## src/rtl/z80_irq_pkg.sv

```systemverilog
`default_nettype none
// +----------------------------------------------------------------------------+
// | Module      : z80_irq_pkg                                                  |
// | Description : Shared opcodes, state encodings and a priority helper for     |
// |               the Z80 mode-2 daisy-chain interrupt responder.               |
// | Revision    : 1.0 - initial release                                        |
// +----------------------------------------------------------------------------+
package z80_irq_pkg;

  localparam logic [7:0] OPC_ED    = 8'hED;
  localparam logic [7:0] OPC_RETI2 = 8'h4D;

  typedef enum logic [1:0] {
    S_IDLE = 2'd0,
    S_PEND = 2'd1,
    S_ACK  = 2'd2,
    S_SVC  = 2'd3
  } irq_state_t;

  typedef enum logic [0:0] {
    R_IDLE = 1'b0,
    R_ED   = 1'b1
  } reti_state_t;

  // Index of the lowest set bit; bit 0 is the highest-priority source.
  function automatic logic [2:0] lowest_idx(input logic [7:0] v);
    lowest_idx = 3'd0;
    for (int i = 7; i >= 0; i--) begin
      if (v[i]) lowest_idx = 3'(i);
    end
  endfunction

endpackage
`default_nettype wire

```

## src/rtl/z80_irq_responder_reti_detector.sv

```systemverilog
`default_nettype none
// +----------------------------------------------------------------------------+
// | Module      : reti_detector                                                |
// | Description : Snoops Z80 opcode fetches and pulses reti_seen for one cycle  |
// |               when the sequence ED 4D completes.                           |
// | Revision    : 1.0 - initial release                                        |
// +----------------------------------------------------------------------------+
module reti_detector
  import z80_irq_pkg::*;
(
  input  logic       clk,
  input  logic       reset_n,
  input  logic       m1_n,
  input  logic       iorq_n,
  input  logic       rd_n,
  input  logic [7:0] d_in,
  output logic       reti_seen
);

  reti_state_t r_state;
  reti_state_t w_state_nxt;
  logic        r_m1_prev;
  logic        r_iorq_prev;
  logic        r_rd_prev;
  logic [7:0]  r_d_prev;
  logic        w_fetch_end;
  logic        w_reti;

  always_ff @(posedge clk or negedge reset_n) begin
    if (!reset_n) begin
      r_m1_prev   <= 1'b1;
      r_iorq_prev <= 1'b1;
      r_rd_prev   <= 1'b1;
      r_d_prev    <= 8'h00;
    end else begin
      r_m1_prev   <= m1_n;
      r_iorq_prev <= iorq_n;
      r_rd_prev   <= rd_n;
      r_d_prev    <= d_in;
    end
  end

  // The opcode is taken from the last cycle RD was still low.
  assign w_fetch_end = rd_n && !r_rd_prev && !r_m1_prev && r_iorq_prev;

  always_ff @(posedge clk or negedge reset_n) begin
    if (!reset_n) r_state <= R_IDLE;
    else          r_state <= w_state_nxt;
  end

  always_comb begin
    w_state_nxt = r_state;
    w_reti      = 1'b0;
    if (w_fetch_end) begin
      case (r_state)
        R_IDLE: begin
          if (r_d_prev == OPC_ED) w_state_nxt = R_ED;
        end
        R_ED: begin
          if (r_d_prev == OPC_RETI2) begin
            w_reti      = 1'b1;
            w_state_nxt = R_IDLE;
          end else if (r_d_prev == OPC_ED) begin
            w_state_nxt = R_ED;
          end else begin
            w_state_nxt = R_IDLE;
          end
        end
        default: w_state_nxt = R_IDLE;
      endcase
    end
  end

  assign reti_seen = w_reti;

endmodule
`default_nettype wire

```

## src/rtl/z80_irq_responder.sv

```systemverilog
`default_nettype none
// +----------------------------------------------------------------------------+
// | Module      : z80_irq_responder                                            |
// | Description : Z80 mode-2 daisy-chain interrupt responder. Define            |
// |               IRQ_RESPONDER_MASK_EN to add a per-source mask register.      |
// | Revision    : 1.0 - initial release                                        |
// +----------------------------------------------------------------------------+
module z80_irq_responder
  import z80_irq_pkg::*;
#(
  parameter int NUM_SOURCES = 4
) (
  input  logic                   clk,
  input  logic                   reset_n,
  input  logic [NUM_SOURCES-1:0] src_req,
  input  logic [7:0]             vec_base,
  input  logic                   m1_n,
  input  logic                   iorq_n,
  input  logic                   rd_n,
  input  logic [7:0]             d_in,
  input  logic                   iei,
`ifdef IRQ_RESPONDER_MASK_EN
  input  logic                   mask_wr,
  input  logic [NUM_SOURCES-1:0] mask_in,
`endif
  output logic                   ieo,
  output logic                   int_n,
  output logic [7:0]             d_out,
  output logic                   d_oe,
  output logic                   in_service
);

  irq_state_t             r_state;
  irq_state_t             w_state_nxt;
  logic [NUM_SOURCES-1:0] r_pending;
  logic [NUM_SOURCES-1:0] w_enable;
  logic [NUM_SOURCES-1:0] w_active;
  logic [NUM_SOURCES-1:0] w_clr;
  logic [2:0]             w_sel;
  logic [2:0]             r_svc_src;
  logic [3:0]             r_vec_hi;
  logic                   r_d_oe;
  logic                   r_int_n;
  logic                   r_ack_prev;
  logic                   w_ack_now;
  logic                   w_ack_start;
  logic                   w_accept;
  logic                   w_reti;
  logic                   w_unused_vec;

  assign w_unused_vec = ^vec_base[3:0];

`ifdef IRQ_RESPONDER_MASK_EN
  logic [NUM_SOURCES-1:0] r_mask;

  always_ff @(posedge clk or negedge reset_n) begin
    if (!reset_n)     r_mask <= '1;
    else if (mask_wr) r_mask <= mask_in;
  end

  assign w_enable = ~r_mask;
`else
  assign w_enable = '1;
`endif

  // Masked sources still latch but take no part in requests or arbitration.
  assign w_active    = r_pending & w_enable;
  assign w_sel       = lowest_idx(8'(w_active));
  assign w_ack_now   = !m1_n && !iorq_n;
  assign w_ack_start = w_ack_now && !r_ack_prev;

  reti_detector u_reti (
    .clk       (clk),
    .reset_n   (reset_n),
    .m1_n      (m1_n),
    .iorq_n    (iorq_n),
    .rd_n      (rd_n),
    .d_in      (d_in),
    .reti_seen (w_reti)
  );

  always_ff @(posedge clk or negedge reset_n) begin
    if (!reset_n) r_state <= S_IDLE;
    else          r_state <= w_state_nxt;
  end

  always_comb begin
    w_state_nxt = r_state;
    w_accept    = 1'b0;
    case (r_state)
      S_IDLE: begin
        if (|w_active) w_state_nxt = S_PEND;
      end
      S_PEND: begin
        if (w_ack_start && iei && |w_active) begin
          w_accept    = 1'b1;
          w_state_nxt = S_ACK;
        end else if (!(|w_active)) begin
          w_state_nxt = S_IDLE;
        end
      end
      S_ACK: begin
        if (m1_n || iorq_n) w_state_nxt = S_SVC;
      end
      S_SVC: begin
        // A RETI seen while iei is low was addressed to a higher device.
        if (w_reti && iei) w_state_nxt = (|w_active) ? S_PEND : S_IDLE;
      end
      default: w_state_nxt = S_IDLE;
    endcase
  end

  always_comb begin
    w_clr = '0;
    for (int i = 0; i < NUM_SOURCES; i++) begin
      w_clr[i] = w_accept && (w_sel == 3'(i));
    end
  end

  always_ff @(posedge clk or negedge reset_n) begin
    if (!reset_n) begin
      r_pending  <= '0;
      r_svc_src  <= 3'd0;
      r_vec_hi   <= 4'd0;
      r_d_oe     <= 1'b0;
      r_int_n    <= 1'b1;
      r_ack_prev <= 1'b0;
    end else begin
      r_ack_prev <= w_ack_now;
      r_pending  <= (r_pending & ~w_clr) | src_req;
      if (w_accept) begin
        r_svc_src <= w_sel;
        r_vec_hi  <= vec_base[7:4];
      end
      r_d_oe  <= (w_state_nxt == S_ACK);
      r_int_n <= !((w_state_nxt == S_PEND) && iei && (|w_active));
    end
  end

  assign d_out      = {r_vec_hi, r_svc_src, 1'b0};
  assign d_oe       = r_d_oe;
  assign int_n      = r_int_n;
  assign in_service = (r_state == S_SVC);
  // Pending work only blocks lower devices during M1 so it cannot ripple.
  assign ieo        = iei && !in_service && !((|w_active) && !m1_n);

endmodule
`default_nettype wire

```

## config.mk

```make
export PLATFORM = sky130hd
export DESIGN_NAME = z80_irq_responder
export DESIGN_NICKNAME = d
export VERILOG_FILES = /design/src/rtl/z80_irq_pkg.sv /design/src/rtl/z80_irq_responder_reti_detector.sv /design/src/rtl/z80_irq_responder.sv
export SDC_FILE = /design/constraint.sdc
export NUM_CORES = 1
export LEC_CHECK = 0
export ABC_AREA = 0
export CORE_ASPECT_RATIO = 1.2
export CORE_MARGIN = 5
export CORE_UTILIZATION = 46
export CTS_CLUSTER_SIZE = 28
export DETAILED_ROUTE_END_ITERATION = 8
export PLACE_DENSITY_LB_ADDON = 0.05
export SYNTH_ARGS = -nofsm -noshare
export SYNTH_HDL_FRONTEND = slang
export SYNTH_HIERARCHICAL = 1
export SYNTH_SLANG_ARGS = --single-unit
```

## constraint.sdc

```tcl
create_clock -name clk -period 5 [get_ports clk]
set_input_delay 1 -clock clk [delete_from_list [all_inputs] [get_ports clk]]
set_output_delay 1 -clock clk [all_outputs]
set_load 0.05 [all_outputs]
```

==> out/metrics.cfg <==
[final_layout]
stdcell_count=145
multi_input_comb_area_um2=369
area_delta_synth_final_pct=33.3
fillCellCount=200
fin_nets=141
regArea_um2=681
num_antenna_cells=0
final_area_mm2=0.00145
final_layout_size_suffix_gt1_frac=0.149
post-route-util=0.634

[routing]
firstDrtPassIters=4
routed_wl_um=1920
first_iter_violations=3
vias_per_cell=5.04
drc=0
wl_per_cell_um=13.2
ant_nets=0
vias=731

[sta]
worst_slack_ns=1.23
fin_setup_tns_ns=0
rsz0062_at_grt=no
whs_ns=0.517
fin_crit_sh=0.755
period_minus_slack_ns=3.77
max_freq_ghz=0.265
worst_slew_pin_slew_ns=0.506
slew_violations=0
setup_viol=0
finalHoldViolCount=0
skew_ns=0.00304
max_slew_margin=0.662

[clocking]
worstSkewPairLatency_ns=0.31
clock_path_buffers=2
tritoncts=yes
post_cts_resized=0
numCtsBuffers=3
path_clk_slew_ns=0.14
cts_sinks=27
clock-root-buffer=clkbuf_4
hold_buffers=0
ctsHtreeMaxLevel=1
postCtsSetupBuffers=0

[job]
maxCapViolCount=0

[synthesis]
yosys.area.top_type=dfrtp_1
synth_xor_area_frac=0
ys_types=32
ys_ff_latch=27
syn_area_per_cell_um2=13.2
yosysMostFrequentCell=dfrtp_1
synthAdderAreaFrac=0
synth_simple_gate_area_frac=0.158
async_flop_share=1.00
yosysSeqAreaShare=0.627
netlist_top_cells_count=dfrtp_1 (23), nand2_1 (6), mux2_4 (5), nor2_1 (5), dfstp_2 (4)
synth-compound-area-share=0.106
synth_top_family_by_area=simple AND/OR/NAND/NOR gates
synth_edf_count=0
synthTopCellsByArea=dfrtp_1 (53%), dfstp_2 (9.7%), mux2_4 (6.9%), a21o_1 (2.1%), nand2_1 (2.1%)
synth_top_area_share=0.530
synth_cells=82
yosys-mux-area-fraction=0.0691
mappedNetlistArea_mm2=0.00109
ys.flop_type=dfrtp_1
yosys_warnings=6

[floorplan]
die_width_um=54.4
core_area_mm2=0.00228
rows=19
initial_core_util=0.476
dieArea_mm2=0.00344
die_h_um=63.2
ios=38

[placed_design]
gp_congestion=0.754
dp_hpwl_um=1510
place_inst=141
numPortBuffers=31
place_area_mm2=0.00142
pre_cts_ws_ns=1.23

[worst_hold_path]
hold_class=reg2reg
hold_depth=2
holdPathEnd=u_reti/r_state$_DFFE_PN0P_
min_from=u_reti/r_state$_DFFE_PN0P_

[power_and_ir_drop]
power_switching_mw=0.232
power.total_mw=0.614
clockPowerShare=0.146
combPwrFrac=0.398
intPower_mw=0.382
powerDensity_mw_per_mm2=424
p_leak_nw=0.595
swShare=0.378
pwr-share-seq=0.456
max-vdd-ir-drop_mv=0.364

[critical_path]
end_kind=output port
timing.rr.end=r_vec_hi[2]$_DFFE_PN0P_
crit_required_ns=4.00
cp-start-kind=input port
cp_max_fo=8
path_buf_inv=3
slowest_stage=clkdlybuf4s50_1
criticalPathCategory=in2out
reg2reg_slack_ns=3.30
cp_top_family=buffers and inverters
arrival_ns=2.77
slowest_delay_ns=0.83
timing.rr.start=r_pending[1]$_DFF_PN0_
reg2reg_depth=3
cpMostUsedCell=clkdlybuf4s50_1
crit_path_cell_trace=clkdlybuf4s50_1, inv_1, a211oi_1, clkdlybuf4s50_1

[grt]
grt_pass1_vias=786
track_usage=0.127
grt_pass1_wl_um=3310
antenna_found_initial=0
grt_overflow=0
grt_max_degree=28

[run_status]
status=finished, final reports clean

flip-flops by register name, summed over array words and instances, names as in the netlist:
| name | cells |
|---|---|
| r_pending | 4 |
| r_ack_prev | 1 |
| u_reti/r_state | 1 |
| r_vec_hi | 4 |
| r_svc_src | 2 |
| u_reti/r_m1_prev | 1 |
| int_n | 1 |
| u_reti/r_d_prev | 8 |
| d_oe | 1 |
| u_reti/r_iorq_prev | 1 |
| r_state | 2 |
| u_reti/r_rd_prev | 1 |
layout by cell type, fill, tap and decap left out, types with 2 or more instances in the layout:
cell type / synthesis / layout
mux2_4: 5 / 5
dfrtp_1: 23 / 23
nand2_1: 6 / 6
clkdlybuf4s50_1: 0 / 31
inv_1: 3 / 3
nand3b_1: 3 / 3
conb_1: 1 / 2
dfstp_2: 4 / 4
o31ai_1: 3 / 3
o41ai_1: 2 / 2
a21o_1: 3 / 3
clkbuf_4: 0 / 3
nor2_1: 5 / 5
nand3_1: 2 / 2
how the worst max path moves through the flow:
stage / start / endpoint / slack, ns / cells past startpoint
floorplan: r_pending[1]$_DFF_PN0_ / ieo / 1.74 / 3
global placement: m1_n / ieo / 1.23 / 4
detailed placement: m1_n / ieo / 1.23 / 4
CTS: m1_n / ieo / 1.23 / 4
global route: m1_n / ieo / 1.16 / 4
finish: m1_n / ieo / 1.23 / 4
cell families (layout without fill, tap and decap cells):
group           count (synthesis)  after routing
simple gates                   26             26
flops                          27             27
compound gates                 15             15
other cells                     1              2
buf+inv                         8             39
mux                             5              5
layout make-up:
cell class              count  share of cell area
clock inverters             1             0.00519
clock buffers               3              0.0156
multi-input cells          48               0.255
well taps                  31              0.0268
flip-flops and latches     27               0.470
inverters                   3             0.00778
repair buffers             32               0.220
layer usage:
layer  track usage  share of wire  vias to the layer above
met1         0.142           0.38                      363
met4        0.0561          0.016                        0
met5             0              0                        -
met3        0.0236          0.037                        4
met2         0.223           0.57                       12
li1              -              -                      352
worst min-delay path: stages (launching register included):
cell     delay, ns
dfrtp_1       0.38
nand2_1       0.05
o31ai_1       0.06
power groups by stage:
stage	Sequential, mW	Combinational [mW]	Clock [mW]
after floorplan	0.348	0.0949	0
after global placement	0.283	0.244	0
after detailed placement	0.284	0.246	0
after CTS	0.280	0.246	0.0959
after global routing	0.286	0.257	0.105
final	0.280	0.244	0.0898
No activity file was read; power rests on OpenSTA's default activity.
